### src/rtl/const_reg_bank_if.sv
// Bus bundle for const_reg_bank: load/direct-write controls in, constant read path and status out.
interface const_reg_bank_if #(
   parameter int DATA_W = 8,
   parameter int BYTES  = 2,
   parameter int NUM_K  = 4
);
   localparam int KW    = BYTES * DATA_W;
   localparam int SEL_W = $clog2(NUM_K);
   localparam int LN_W  = $clog2(BYTES);

   // Handshake: there is no ready; the bank accepts every qualified strobe on the edge it
   // is seen. load_byte qualifies k_in and load_last; load_start qualifies load_sel and
   // sext; dir_we qualifies dir_sel, dir_byte and k_in. Unqualified fields are don't-care.
   logic [DATA_W-1:0] k_in;
   logic              load_start;
   logic [SEL_W-1:0]  load_sel;
   logic              load_byte;
   logic              load_last;
   logic              sext;
   logic              dir_we;
   logic [SEL_W-1:0]  dir_sel;
   logic [LN_W-1:0]   dir_byte;
   logic [SEL_W-1:0]  rd_sel;
   logic [KW-1:0]     k_out;
   logic [NUM_K-1:0]  k_valid;
   logic              busy;
   logic              commit;
   logic              err;
   logic              state_dbg;

   modport master (
      output k_in, load_start, load_sel, load_byte, load_last, sext,
             dir_we, dir_sel, dir_byte, rd_sel,
      input  k_out, k_valid, busy, commit, err, state_dbg
   );

   modport slave (
      input  k_in, load_start, load_sel, load_byte, load_last, sext,
             dir_we, dir_sel, dir_byte, rd_sel,
      output k_out, k_valid, busy, commit, err, state_dbg
   );
endinterface

### src/rtl/const_reg_bank.sv
// Constant register bank: bytes are staged LSB-first in a shadow and committed atomically
// (with optional sign/zero extension), or patched one lane at a time by direct writes.
module const_reg_bank #(
   parameter int DATA_W = 8,
   parameter int BYTES  = 2,
   parameter int NUM_K  = 4
) (
   input logic            clk,
   input logic            reset,
   const_reg_bank_if.slave bus
);
   localparam int KW    = BYTES * DATA_W;
   localparam int SEL_W = $clog2(NUM_K);
   localparam int PTR_W = $clog2(BYTES + 1);

   typedef enum logic {IDLE = 1'b0, LOAD = 1'b1} state_t;

   state_t             state_q, state_d;
   logic [KW-1:0]      k_reg [NUM_K];
   logic [NUM_K-1:0]   k_valid_q;
   logic [KW-1:0]      shadow_q;
   logic [PTR_W-1:0]   ptr_q;
   logic [SEL_W-1:0]   tgt_q;
   logic               ext_q;
   logic               err_q;
   logic               commit_q;

   // per-edge strobes decoded by the FSM
   logic               start_now;
   logic               wr_now;
   logic               drop_now;
   logic               commit_now;
   logic               idle_err;

   logic [KW-1:0]      merged;
   logic [KW-1:0]      commit_val;
   logic               sign_bit;
   int                 n_bytes;
   logic               dir_ok;

   // FSM state register
   always_ff @(posedge clk or posedge reset) begin
      if (reset) state_q <= IDLE;
      else       state_q <= state_d;
   end

   // Next state and strobes; load_start outranks load_byte on the same edge
   always_comb begin
      state_d    = state_q;
      start_now  = 1'b0;
      wr_now     = 1'b0;
      drop_now   = 1'b0;
      commit_now = 1'b0;
      idle_err   = 1'b0;
      case (state_q)
         IDLE: begin
            if (bus.load_start) begin
               start_now = 1'b1;
               state_d   = LOAD;
            end else if (bus.load_byte) begin
               idle_err = 1'b1;
            end
         end
         LOAD: begin
            if (bus.load_start) begin
               start_now = 1'b1;
            end else if (bus.load_byte) begin
               if (int'(ptr_q) < BYTES) wr_now   = 1'b1;
               else                     drop_now = 1'b1;
               if (bus.load_last) begin
                  commit_now = 1'b1;
                  state_d    = IDLE;
               end
            end
         end
         default: state_d = IDLE;
      endcase
   end

   // Shadow merged with the current byte, then extended above the last written lane
   always_comb begin
      merged     = shadow_q;
      n_bytes    = BYTES;
      sign_bit   = 1'b0;
      commit_val = '0;
      if (wr_now) begin
         for (int i = 0; i < BYTES; i++)
            if (i == int'(ptr_q)) merged[i*DATA_W +: DATA_W] = bus.k_in;
         n_bytes = int'(ptr_q) + 1;
      end
      for (int i = 0; i < BYTES; i++)
         if (i == n_bytes - 1) sign_bit = merged[i*DATA_W + DATA_W - 1];
      for (int i = 0; i < BYTES; i++) begin
         if (i < n_bytes)  commit_val[i*DATA_W +: DATA_W] = merged[i*DATA_W +: DATA_W];
         else if (ext_q)   commit_val[i*DATA_W +: DATA_W] = {DATA_W{sign_bit}};
         else              commit_val[i*DATA_W +: DATA_W] = '0;
      end
   end

   // Load bookkeeping: pointer, shadow, latched target/extension, sticky error, commit pulse
   always_ff @(posedge clk or posedge reset) begin
      if (reset) begin
         shadow_q <= '0;
         ptr_q    <= '0;
         tgt_q    <= '0;
         ext_q    <= 1'b0;
         err_q    <= 1'b0;
         commit_q <= 1'b0;
      end else begin
         commit_q <= commit_now;
         if (start_now) begin
            tgt_q    <= bus.load_sel;
            ext_q    <= bus.sext;
            ptr_q    <= '0;
            shadow_q <= '0;
            err_q    <= 1'b0;
         end else begin
            if (wr_now) begin
               shadow_q <= merged;
               ptr_q    <= ptr_q + 1'b1;
            end
            if (drop_now || idle_err) err_q <= 1'b1;
            if (commit_now) ptr_q <= '0;
         end
      end
   end

   // Direct writes are dropped when the index or lane does not exist
   always_comb begin
      dir_ok = bus.dir_we && (int'(bus.dir_sel) < NUM_K) && (int'(bus.dir_byte) < BYTES);
   end

   // Register bank: a commit beats a direct write to the same register
   always_ff @(posedge clk or posedge reset) begin
      if (reset) begin
         for (int i = 0; i < NUM_K; i++) k_reg[i] <= '0;
         k_valid_q <= '0;
      end else begin
         for (int i = 0; i < NUM_K; i++) begin
            if (commit_now && int'(tgt_q) == i) begin
               k_reg[i]     <= commit_val;
               k_valid_q[i] <= 1'b1;
            end else if (dir_ok && int'(bus.dir_sel) == i) begin
               for (int b = 0; b < BYTES; b++)
                  if (int'(bus.dir_byte) == b) k_reg[i][b*DATA_W +: DATA_W] <= bus.k_in;
            end
         end
      end
   end

   // Zero-latency read mux; an index with no register reads as zero
   always_comb begin
      bus.k_out = '0;
      for (int i = 0; i < NUM_K; i++)
         if (int'(bus.rd_sel) == i) bus.k_out = k_reg[i];
   end

   assign bus.k_valid   = k_valid_q;
   assign bus.busy      = (state_q == LOAD);
   assign bus.commit    = commit_q;
   assign bus.err       = err_q;
   assign bus.state_dbg = state_q;
endmodule

### src/flat_wrapper.sv
// flat-port wrapper written by rule: the top's interface ports become plain ports
module const_reg_bank_flat 
#(
   parameter int DATA_W = 8,
   parameter int BYTES  = 2,
   parameter int NUM_K  = 4
)
  (clk, reset, bus_k_in, bus_load_start, bus_load_sel, bus_load_byte, bus_load_last, bus_sext, bus_dir_we, bus_dir_sel, bus_dir_byte, bus_rd_sel, bus_k_out, bus_k_valid, bus_busy, bus_commit, bus_err, bus_state_dbg);
  const_reg_bank_if #(.DATA_W(DATA_W), .BYTES(BYTES), .NUM_K(NUM_K)) bus_i ();
  input logic clk;
  input logic reset;
  input wire logic [$bits(bus_i.k_in)-1:0] bus_k_in;
  input wire logic [$bits(bus_i.load_start)-1:0] bus_load_start;
  input wire logic [$bits(bus_i.load_sel)-1:0] bus_load_sel;
  input wire logic [$bits(bus_i.load_byte)-1:0] bus_load_byte;
  input wire logic [$bits(bus_i.load_last)-1:0] bus_load_last;
  input wire logic [$bits(bus_i.sext)-1:0] bus_sext;
  input wire logic [$bits(bus_i.dir_we)-1:0] bus_dir_we;
  input wire logic [$bits(bus_i.dir_sel)-1:0] bus_dir_sel;
  input wire logic [$bits(bus_i.dir_byte)-1:0] bus_dir_byte;
  input wire logic [$bits(bus_i.rd_sel)-1:0] bus_rd_sel;
  output wire logic [$bits(bus_i.k_out)-1:0] bus_k_out;
  output wire logic [$bits(bus_i.k_valid)-1:0] bus_k_valid;
  output wire logic [$bits(bus_i.busy)-1:0] bus_busy;
  output wire logic [$bits(bus_i.commit)-1:0] bus_commit;
  output wire logic [$bits(bus_i.err)-1:0] bus_err;
  output wire logic [$bits(bus_i.state_dbg)-1:0] bus_state_dbg;
  assign bus_i.k_in = bus_k_in;
  assign bus_i.load_start = bus_load_start;
  assign bus_i.load_sel = bus_load_sel;
  assign bus_i.load_byte = bus_load_byte;
  assign bus_i.load_last = bus_load_last;
  assign bus_i.sext = bus_sext;
  assign bus_i.dir_we = bus_dir_we;
  assign bus_i.dir_sel = bus_dir_sel;
  assign bus_i.dir_byte = bus_dir_byte;
  assign bus_i.rd_sel = bus_rd_sel;
  assign bus_k_out = bus_i.k_out;
  assign bus_k_valid = bus_i.k_valid;
  assign bus_busy = bus_i.busy;
  assign bus_commit = bus_i.commit;
  assign bus_err = bus_i.err;
  assign bus_state_dbg = bus_i.state_dbg;
  const_reg_bank #(.DATA_W(DATA_W), .BYTES(BYTES), .NUM_K(NUM_K)) u_core (.clk(clk), .reset(reset), .bus(bus_i));
endmodule
### config.mk
export PLATFORM = sky130hd
export DESIGN_NAME = const_reg_bank_flat
export DESIGN_NICKNAME = d
export VERILOG_FILES = /design/src/rtl/const_reg_bank_if.sv /design/src/rtl/const_reg_bank.sv /design/src/flat_wrapper.sv
export SDC_FILE = /design/constraint.sdc
export NUM_CORES = 1
export LEC_CHECK = 0
export ABC_AREA = 0
export CAP_MARGIN = 10
export CELL_PAD_IN_SITES_DETAIL_PLACEMENT = 0
export CELL_PAD_IN_SITES_GLOBAL_PLACEMENT = 1
export CORE_MARGIN = 4
export CORE_UTILIZATION = 46
export DETAILED_ROUTE_END_ITERATION = 7
export GPL_TIMING_DRIVEN = 0
export PLACE_DENSITY_LB_ADDON = 0.1
export SETUP_SLACK_MARGIN = 0.05
export SLEW_MARGIN = 20
export SYNTH_ARGS = -nofsm -noshare
export SYNTH_HDL_FRONTEND = slang
export SYNTH_SLANG_ARGS = --single-unit
### constraint.sdc
create_clock -name clk -period 4 [get_ports clk]
set_clock_uncertainty 0.15 [all_clocks]
set_input_delay 1.2 -clock clk [delete_from_list [all_inputs] [get_ports clk]]
set_output_delay 1.2 -clock clk [all_outputs]
set_load 0.02 [all_outputs]
==> results of run 1 <==
-- synthesized netlist by cell type, drive strengths merged --
| master | count |
|---|---|
| dfrtp | 92 |
| mux2i | 58 |
| nand2 | 36 |
| o21ai | 32 |
| a21oi | 31 |
| a221o | 28 |
| nand2b | 23 |
| clkbuf | 20 |
| mux4 | 16 |
| buf | 12 |
| mux2 | 11 |
| nor2 | 10 |
| a22oi | 8 |
| and2 | 6 |
| ha | 4 |
| nand4 | 4 |
| inv | 3 |
| a21o | 2 |
| and4b | 2 |
| nor2b | 2 |
| nor3 | 2 |
| nor3b | 2 |
| o31ai | 2 |
| a31oi | 1 |
| and4 | 1 |
| and4bb | 1 |
| nand4b | 1 |
| nand4bb | 1 |
| nor4bb | 1 |
| o211a | 1 |
| o21a | 1 |
| o21ba | 1 |
| or2 | 1 |
| or3 | 1 |
-- layout by cell type (no fill, tap or decap), drive strengths merged, types with 8 or more instances in the layout --
cell           instances
dfrtp                 92
nand2                 36
clkdlybuf4s50         36
clkbuf                31
o21ai                 32
mux2                  11
mux2i                 58
nor2                  10
a21oi                 31
a22oi                  8
a221o                 28
buf                   13
nand2b                23
mux4                  16
-- timing repair --
item / 4_1_cts / 5_1_grt
setup endpoints to repair: 16 / 0
resized for setup: 15 / 0
hold buffers: 0 / 0
-- path summary, 6_finish.rpt --
kind                                                     end  slack [ps]  cells past startpoint
setup / recovery                               bus_k_out[15]         120                      4
hold / removal             u_core.bus.k_valid[0]$_DFFE_PP0P_         330                      1
setup reg to reg                u_core.k_reg[10]$_DFFE_PP0P_        1150                     10
hold reg to reg            u_core.bus.k_valid[0]$_DFFE_PP0P_         330                      1
max in group asynchronous     u_core.shadow_q[6]$_DFFE_PP0P_        2050                      3
min in group asynchronous       u_core.k_reg[46]$_DFFE_PP0P_        1030                      2
-- area by class of cell --
type / count / area (um^2)
fillers: 940 / 4620
clock inverters: 5 / 38.8
clock buffers: 11 / 131
inverters: 3 / 16.3
plain buffers: 32 / 159
repair buffers: 43 / 440
flip-flops and latches: 92 / 2300
well taps: 136 / 170
multi-input cells: 290 / 2360
-- logic make-up after synthesis --
kind of cell,Yosys count,share of synthesized area
flip-flops,92,0.479
AO/OA/AOI/OAI,107,0.152
buffers and inverters,35,0.0305
multiplexers,85,0.222
AND/OR/NAND/NOR,94,0.107
adder cells (fa/ha/maj),4,0.0104
-- layer usage --
metal / vias up / GRT usage / wire, um
met5: - / 0 / 0
met4: 0 / 0.0686 / 207
met3: 12 / 0.0478 / 876
met2: 100 / 0.334 / 5710
met1: 1802 / 0.333 / 6070
li1: 1670 / - / -
-- metrics by stage --
| step | util | cell area [um^2] |
|---|---|---|
| after floorplan | - | 4810 |
| after global placement | 0.527 | 5400 |
| after detailed placement | 0.531 | 5430 |
| after CTS | 0.549 | 5620 |
| after global routing | 0.549 | 5620 |
| final | 0.549 | 5620 |
-- power breakdown --
group,switching (W),internal (W),total [W]
Combinational,0.000307,0.000340,0.000647
Sequential,0.0000955,0.00111,0.00120
Clock,0.000344,0.000228,0.000572
Total,0.000747,0.00167,0.00242
-- critical path, delay by kind of cell --
kind	cells	cell delay [ps]
muxes	1	340
buffers and inverters	3	990
==> reports/qor.yml, run 1 <==
die:
  start_util: 0.470
  die_x_um: 110
  die_y_um: 110
  dieArea_mm2: 0.0121
  rows: 37
  coreArea_mm2: 0.0102
  ios: 46
synth:
  synthTopCellsByArea: "dfrtp_1 (48%), mux2i_1 (12%), mux4_2 (7.5%)"
  synthesis.nets: 443
  yosysSeqAreaShare: 0.479
  synth_area_mm2: 0.00481
  synth_top_area_cell: "dfrtp_1"
  yosysTopAreaCellShare: 0.479
  synth_cell_types: 41
  ys_warn_count: 0
  avgSynthCellArea_um2: 11.5
  synth-seq-cells: 92
  synth_cells: 417
timing:
  setup_violations: 0
  final_hold_viol_count: 0
  slew_violations: 0
  fin_ws_ps: 115
  period_minus_slack_ps: 3880
  timing.setup.tns_ps: 0
  fin_crit_sh: 0.971
  slew_headroom: 0.298
  max_clock_freq_mhz: 257
  tightest_slew_ps: 1050
  rsz0062_at_grt: "false"
  hold_ws_ps: 326
routing:
  viasPerCell: 5.86
  drc: 0
  vias: 3584
  wl_per_cell_um: 21.0
  ant_nets: 0
  drt_iter0_drc: 242
  totalWireLength_um: 12900
  firstDrtPassIters: 6
critical_path:
  path_cells: "clkbuf_4 -> buf_6 -> mux4_2 -> clkdlybuf4s50_1"
  crit_path_start_kind: "input port"
  arrival_ps: 2530
  crit_slowest_cell: "clkdlybuf4s50_1"
  crit_start: "bus_rd_sel[1]"
  r2r-start: "u_core.bus.busy$_DFF_PP0_"
  path_class: "input port to output port"
  worst_setup_path_end_kind: "output port"
  crit_required_ps: 2650
  cp_slowest_stage_delay_ps: 560
  path_max_fanout: 10
clock_network:
  cts.sinks: 92
  cts.path.max_buffers: 2
  cts_tree: "yes"
  cts_setup_buffers: 0
  clkLatencyLatePin_ps: 360
  clk_pin_slew_ps: 100
  cts-root-buf: "clkbuf_8"
  numCtsBuffers: 9
  ctsHtreeMaxLevel: 3
layout:
  antenna_cells: 0
  largest_reg_flops: 64
  stdcell_count: 612
  layout-drive-gt1-share: 0.134
  area_delta_synth_final_pct: 16.8
  fin_nets: 497
power_and_ir_drop:
  power_w: 0.00242
  ir_worst_vdd_mv: 0.171
  power_density_mw_per_mm2: 431
  p_leak_nw: 2.42
global_routing:
  grt_max_degree: 61
  grt_pass1_wl_um: 20300
  grt_usage: 0.225
  antenna_found_initial: 0
  grt_pass1_vias: 3650
  grt-ovfl-total: 0
min_path:
  min_from: "u_core.bus.k_valid[0]$_DFFE_PP0P_"
  holdCritPathClass: "register to register"
placed_design:
  dp_cells: 596
  pre_cts_ws_ps: -672
  portBuffers: 42
  dp_hpwl_um: 8810
  gp_congestion: 0.779
run_status:
  status: "completed"
job:
  drv_cap: 0
Power figures use the tool's default switching activity.
==> inputs of run 2 (changes only) <==
Settings changed: CTS_BUF_LIST from default to sky130_fd_sc_hd__clkbuf_16.
==> run 2 against run 1 <==
  * Hold slack lost 12 ps
  * Final cell count is the same
  * Combinational power is essentially flat
  * Clock power grew 38%
==> reports/qor.yml, run 2 (synthesis gave the netlist of run 1 again) <==
run_status:
  status: "completed"
timing:
  fin_crit_sh: 0.972  # +0.00124
  rsz0062_at_grt: "false"
  tightest_slew_ps: 1080  # +30.0 ps
  timing.setup.tns_ps: 0  # unchanged
  slew_violations: 0  # unchanged
  setup_violations: 0  # unchanged
  slew_headroom: 0.278  # -0.0200
  final_hold_viol_count: 0  # unchanged
  period_minus_slack_ps: 3890  # +4.95 ps
  max_clock_freq_mhz: 257  # -0.13%
clock_network:
  clkLatencyLatePin_ps: 340  # -20 ps
  cts_setup_buffers: 0  # unchanged
  ctsHtreeMaxLevel: 3  # unchanged
  cts-root-buf: "clkbuf_16"
  hold_buffers: 0  # unchanged
  cts_tree: "yes"
  numCtsBuffers: 9  # unchanged
  clk_pin_slew_ps: 70  # -30 ps
  cts.path.max_buffers: 2  # unchanged
  cts.sinks: 92  # unchanged
global_routing:
  grt-ovfl-total: 0  # unchanged
  grt_usage: 0.228  # +0.00202
  grt_pass1_wl_um: 20400  # +0.24%
  grt_max_degree: 61  # unchanged
  antenna_found_initial: 0  # unchanged
  grt_pass1_vias: 3631  # -0.52%
layout:
  layout_commonest_cell: "dfrtp_1"
  area_delta_synth_final_pct: 19.0
  finalCoreUtilization: 0.559  # +0.00990
  nFillCells: 923  # -1.8%
  regArea_mm2: 0.00230  # unchanged
  fin_nets: 497  # unchanged
  layout-drive-gt1-share: 0.134  # unchanged
  largest_reg_flops: 64  # unchanged
  multi_input_area_mm2: 0.00236  # unchanged
  mostFrequentLayoutCells: "dfrtp_1 (92), mux2i_1 (58), clkdlybuf4s50_1 (36)"
  antenna_cells: 0  # unchanged
critical_path:
  crit_path_start_kind: "input port"
  r2r-start: "u_core.bus.busy$_DFF_PP0_"
  cp_slowest_stage_delay_ps: 550  # about the same
  crit_required_ps: 2650  # about the same
  path_cells: "clkbuf_4 -> clkbuf_8 -> mux4_2 -> clkdlybuf4s50_1"
  worst_setup_path_end_kind: "output port"
  cpLargestDelayFamily: "buffers and inverters"
  crit_slowest_cell: "clkdlybuf4s50_1"
  path_max_fanout: 10  # unchanged
  arrival_ps: 2540  # about the same
  crit_start: "bus_rd_sel[0]"
  path_class: "input port to output port"
  crit_buf_inv: 3  # unchanged
die:
  rows: 37  # unchanged
  die_y_um: 110  # unchanged
  ios: 46  # unchanged
  dieArea_mm2: 0.0121  # unchanged
  die_x_um: 110  # unchanged
  start_util: 0.470  # unchanged
  coreArea_mm2: 0.0102  # unchanged
routing:
  viasPerCell: 5.91  # +0.98%
  drc: 0  # unchanged
  vias: 3619  # +0.98%
  drt_iter0_drc: 264  # +9.1%
  wl_per_cell_um: 21.2  # +0.64%
  firstDrtPassIters: 6  # unchanged
  totalWireLength_um: 13000  # +0.64%
  ant_nets: 0  # unchanged
placed_design:
  gp_congestion: 0.779  # unchanged
  portBuffers: 42  # unchanged
  dp_hpwl_um: 8810  # unchanged
power_and_ir_drop:
  power_density_mw_per_mm2: 462  # +7.2%
  p_leak_nw: 2.48  # +2.3%
  power_w: 0.00264  # +9.1%
  ir_worst_vdd_mv: 0.248  # +45%
min_path:
  min_from: "u_core.bus.k_valid[0]$_DFFE_PP0P_"
  holdCritPathClass: "register to register"
job:
  drv_cap: 0  # unchanged
[run 2: changes by cell type in the layout (fill, tap and decap cells not counted)]
cell | previous run | this run
clkbuf_1 | 19 | 17
clkbuf_16 | 0 | 9
clkbuf_8 | 10 | 1
inv_1 | 2 | 4
[run 2: where the power goes]
group | switching [W] | total, W | internal, W
combinational | 0.000309 | 0.000649 | 0.000340
clock | 0.000371 | 0.000789 | 0.000418
sequential | 0.0000965 | 0.00121 | 0.00111
total | 0.000776 | 0.00264 | 0.00187
[run 2: layer usage]
layer / vias up / share of wire / track usage
met5: - / 0 / 0
met4: 0 / 0.012 / 0.0501
met3: 11 / 0.063 / 0.0664
met2: 106 / 0.44 / 0.335
met1: 1836 / 0.48 / 0.334
li1: 1666 / - / -
[run 2: repair_timing]
| item | CTS | global route |
|---|---|---|
| gates resized for setup | 15 | 0 |
| endpoints found under the hold margin | 0 | 0 |
| endpoints found under the setup margin | 16 | 0 |
[run 2: metrics by stage]
stage | cell area [um^2] | std cells | hold slack, ps | setup WS [ps]
final | 5720 | 612 | 315 | 110
after global placement | 5400 | 595 | 298 | -1290
after CTS | 5720 | 612 | 319 | 96.5
after global routing | 5720 | 612 | 334 | 68.7
after detailed placement | 5430 | 596 | 301 | -672
after floorplan | 4810 | 417 | 323 | 172
[run 2: path summary, 6_finish.rpt]
kind,to,slack (ps),depth (start not counted)
worst max-delay path,bus_k_out[4],110,4
max in group asynchronous,u_core.shadow_q[6]$_DFFE_PP0P_,2040,3
worst min register to register,u_core.bus.k_valid[0]$_DFFE_PP0P_,310,1
worst min-delay path,u_core.bus.k_valid[0]$_DFFE_PP0P_,310,1
min in group asynchronous,u_core.k_reg[30]$_DFFE_PP0P_,1060,2
worst max register to register,u_core.k_reg[31]$_DFFE_PP0P_,1160,10
[run 2: area by class of cell]
cell class / count / area share
Sequential cell: 92 / 0.403
Clock buffer: 9 / 0.0394
Clock inverter: 7 / 0.00810
Buffer: 32 / 0.0278
Tap cell: 136 / 0.0298
Inverter: 3 / 0.00285
Timing Repair Buffer: 43 / 0.0770
Multi-Input combinational cell: 290 / 0.412
==> RTL change 1: new RTL, config.mk and constraints of run 1 <==
Make the reset (`reset`) synchronous in 3 clocked blocks.
--- a/src/rtl/const_reg_bank.sv
+++ b/src/rtl/const_reg_bank.sv
@@ -41,3 +41,3 @@
    // FSM state register
-   always_ff @(posedge clk or posedge reset) begin
+   always_ff @(posedge clk) begin
       if (reset) state_q <= IDLE;
@@ -100,3 +100,3 @@
    // Load bookkeeping: pointer, shadow, latched target/extension, sticky error, commit pulse
-   always_ff @(posedge clk or posedge reset) begin
+   always_ff @(posedge clk) begin
       if (reset) begin
@@ -133,3 +133,3 @@
    // Register bank: a commit beats a direct write to the same register
-   always_ff @(posedge clk or posedge reset) begin
+   always_ff @(posedge clk) begin
       if (reset) begin
Behaviour: differs if reset is asserted again (counterexample within 4 cycles, from zero or initial values and one cycle with reset high); with reset held inactive, the same outputs for 4 cycles.
==> RTL change 1 against run 1 <==
- non-clock buffer count grew 1
- wire length shrank 8.9%
- cell area shrank 4.4%
- sequential cell count is the same
- setup slack gained 0.082 ns
- critical path depth is the same
- area after synthesis shrank 5.1%
- critical endpoint is now bus_k_out[3]
- largest cell class is now flip-flops and latches
Power is not compared: it rests on default switching activity, and its combinational part moved more than twofold at a synthesized area within 25%.
==> RTL change 1: results (changes against run 1) <==
- Post-synth EDFFs: 64 (+64)
- Largest net degree at the start of global routing: 20 (-67%)
- Initial DRC count: 329 (+36%)
- Worst R2R Start: u_core.bus.busy
- Metal-1 WL: 5.26 mm (-13%)
- Post-synth net total: 386 (-13%)
- Worst hold path cell count: 2 (+1)
- Met2 wirelength from detailed routing: 5.43 mm (-5.0%)
- First-pass GRT wire length: 18.9 mm (-6.9%)
- R2R cell count: 9 (-1)
- Setup crit start: bus_rd_sel[0]
- DP Worst Slack: -0.577 ns (+0.0958 ns)
- Setup crit end: bus_k_out[3]
- Status: finished clean
- Crit-path slowest cell: mux4_2
- Fin nets: 441 (-11%)
- CP max stage delay: 0.53 ns (-0.03 ns)
- Register area share after synthesis: 0.544 (+0.0650)
- Post-synth ARST share: 0 (-1.00)
- Cell area after layout: 5370 um^2 (-4.4%)
- M3 GR Usage: 0.0426 (-0.00517)
- Hold path startpoint: u_core.shadow_q[2]
- Dpl cell area: 5160 um^2 (-4.9%)
- Vias: 3356 (-6.4%)
- Critical path arrival: 2.45 ns (-0.08 ns)
- Flop2flop setup slack: 1.24 ns (+0.09 ns)
- Placer Congestion: 0.821 (+5.4%)
- Finished Layout Cells: 553 (-9.6%)
- Fmax: 263 MHz (+2.1%)
- Pre-antenna DRT Iters: 5 (-1)
- Post-DP HPWL: 8.42 mm (-4.4%)
- Vias in the first global route: 3451 (-5.5%)
- Reg-to-Reg End: u_core.k_reg[0][29]
- Top area cells in the synthesized netlist: edfxtp_1 (42%), dfxtp_1 (12%), a22o_1 (9.2%)
- Ratio of cells with drive above 1 in the final layout: 0.174 (+0.0394)
- Met2 global-route usage: 0.345 (+0.0114)
- Max-slew headroom: 0.328 (+0.0302)
- Met3 wire len: 781 um (-11%)
RTL change 1: cell count changes after synthesis, moves of 20 or more:
cell,change
o21ai_0,-20
dfrtp_1,-92
a22o_1,+48
dfxtp_1,+28
mux2i_1,-56
edfxtp_1,+64
RTL change 1: what timing repair did:
action                                  4_1_cts  5_1_grt
pin swaps                                     0        1
hold endpoints to repair                      0        0
setup buffers                                 0        2
resized for setup                            16        6
hold buffers                                  0        0
endpoints found under the setup margin       42       32
RTL change 1: area by class of cell:
type | count | share of cell area
flip-flops and latches | 92 | 0.462
multi-input cells | 234 | 0.362
repair buffers | 45 | 0.0801
plain buffers | 31 | 0.0310
well taps | 133 | 0.0310
clock buffers | 9 | 0.0231
clock inverters | 7 | 0.00932
inverters | 2 | 0.00140
RTL change 1: logic make-up after synthesis:
logic type	Yosys count	share of synthesized area
fa+ha+maj	4	0.0110
flops	92	0.544
simple gates	102	0.127
buf+inv	34	0.0354
mux	19	0.0858
xor+xnor	1	0.00192
compound gates	108	0.195
==> RTL change 2: new RTL, config.mk and constraints of run 1 <==
Without the edit above. `BYTES` is set to 2 in 3 places; all go to 1.
--- a/src/rtl/const_reg_bank_if.sv
+++ b/src/rtl/const_reg_bank_if.sv
@@ -3,3 +3,3 @@
    parameter int DATA_W = 8,
-   parameter int BYTES  = 2,
+   parameter int BYTES  = 1,
    parameter int NUM_K  = 4
--- a/src/rtl/const_reg_bank.sv
+++ b/src/rtl/const_reg_bank.sv
@@ -4,3 +4,3 @@
    parameter int DATA_W = 8,
-   parameter int BYTES  = 2,
+   parameter int BYTES  = 1,
    parameter int NUM_K  = 4
--- a/src/flat_wrapper.sv
+++ b/src/flat_wrapper.sv
@@ -4,3 +4,3 @@
    parameter int DATA_W = 8,
-   parameter int BYTES  = 2,
+   parameter int BYTES  = 1,
    parameter int NUM_K  = 4
Ports: changed (resized bus_dir_byte and bus_k_out); port bits go from 46 to 39. No check against the original RTL was run, so the function may have changed too.
==> RTL change 2 against run 1 <==
- setup slack got worse by 0.027 ns
- total power decreased by 39%
- sequential share of layout area increased by 0.50 points
- area after synthesis decreased by 49%
- sequential cell count decreased by 42
- cell area decreased by 46%
- combinational power decreased by 33%
- wire length decreased by 49%
- critical path type unchanged
==> RTL change 2: results (changes against run 1) <==
- Status: finished clean
- Signal buffers: 45 (-40%)
- Ratio of cells with drive above 1 in the final layout: 0.203 (+0.0686)
- Uppermost layer routed: met4
- Critical path arrival: 2.56 ns (+0.03 ns)
- Total number of yosys warnings: 0 (unchanged)
- Netlist cell types: 37 (-9.8%)
- Clock buffers: 7 (-4)
- Layout clock area frac: 0.0349 (+0.00455)
- Worst-Margin Slew: 0.982 ns (-0.0677 ns)
- Max reg flops: 32 (-50%)
- Final non-clock buffer share: 0.144 (+0.0368)
- Crit Path Max Fanout: 8 (-2)
- Cells after DPL: 323 (-46%)
- CTS Buf Count: 5 (-4)
- Post-synth net total: 242 (-45%)
- Metal-1 WL: 2.65 mm (-56%)
- Fillcell total: 472 (-50%)
- # rows: 26 (-30%)
- Post-synthesis mux area share: 0.101 (-0.120)
- Count of multi-input gates: 140 (-52%)
- Met2 wirelength from detailed routing: 3.32 mm (-42%)
- Fraction of the mapped netlist area in adder cells: 0 (-0.0104)
- CTS H-tree lvls: 2 (-1)
- Pre-antenna DRT Iters: 4 (-2)
- Pleak: 1.22 nW (-50%)
- Drt total wl: 6.52 mm (-49%)
- Clock Latency Late Sink: 0.31 ns (-0.05 ns)
- Top area cells in the synthesized netlist: dfrtp_1 (51%), mux4_2 (7.4%), a21oi_1 (5.3%)
- Dpl cell area: 2900 um^2 (-47%)
- First-pass GRT wire length: 10.4 mm (-49%)
- Multi-input combinational area share: 0.355 (-0.0646)
- Fin nets: 283 (-43%)
- Post-Synthesis Cells: 219 (-47%)
- Seq/total area: 0.415 (+0.00496)
- Inverters: 18 (+15)
- Register area share after synthesis: 0.511 (+0.0322)
- Finished Layout Cells: 331 (-46%)
- Number of port buffers: 33 (-21%)
- Vias in the first global route: 1993 (-45%)
- Final Util: 0.587 (+0.0378)
- Top post-synthesis cells by count: dfrtp_1 (50), a21oi_1 (26), nand2_1 (19), inv_1 (18), o22ai_1 (17)
- P_int: 0.00103 W (-39%)
- Largest net degree at the start of global routing: 30 (-51%)
- Total Routing Usage GR: 0.218 (-0.00759)
- Met3 wire len: 455 um (-48%)
- Post-DP HPWL: 4.32 mm (-51%)
- Max VDD drop: 0.000254 V (+48%)
- Seq cells post-synth: 50 (-46%)
- DP Worst Slack: -0.315 ns (+0.357 ns)
- Initial DRC count: 119 (-51%)
- Drt via density: 5.82 (-0.69%)
[RTL change 2: cell types whose count changed in the layout (fill, tap and decap cells not counted), moves of 17 or more]
cell,change
nand2b_1,-20
mux2i_1,-58
o21ai_0,-25
dfrtp_1,-42
a221o_1,-28
o22ai_1,+17
[RTL change 2: worst max-delay path, stage by stage]
cell and delay (ns):
clkbuf_2 0.26, mux4_2 0.54, clkdlybuf4s50_1 0.55
[RTL change 2: layer usage]
layer  vias up  track usage
met5         -            0
met4         0       0.0524
met3         9       0.0410
met2        71        0.381
met1       955        0.279
li1        890            -
[RTL change 2: timing repair]
action | 4_1_cts | 5_1_grt
hold endpoints to repair | 0 | 0
resized for setup | 3 | 0
setup endpoints to repair | 8 | 0
hold buffers | 0 | 0
setup buffers | 0 | 0
[RTL change 2: path summary, 6_finish.rpt]
check | to | cells past startpoint | slack [ns] | from
max in group asynchronous | u_core.k_reg[12] | 3 | 2.00 | reset
hold reg to reg | u_core.bus.k_valid[0] | 1 | 0.33 | u_core.bus.k_valid[0]
hold / removal | u_core.bus.k_valid[0] | 1 | 0.33 | u_core.bus.k_valid[0]
setup / recovery | bus_k_out[6] | 3 | 0.09 | bus_rd_sel[1]
setup reg to reg | u_core.k_reg[0] | 5 | 1.82 | u_core.bus.busy
min in group asynchronous | u_core.k_reg[26] | 2 | 1.16 | reset
[RTL change 2: power by group through the flow]
stage | registers [W] | logic (W) | clock network, W
2_1_floorplan | 0.000699 | 0.000272 | 0
6_report | 0.000697 | 0.000436 | 0.000336
4_1_cts | 0.000696 | 0.000441 | 0.000339
5_1_grt | 0.000712 | 0.000474 | 0.000360
3_3_place_gp | 0.000701 | 0.000426 | 0
3_5_place_dp | 0.000706 | 0.000437 | 0
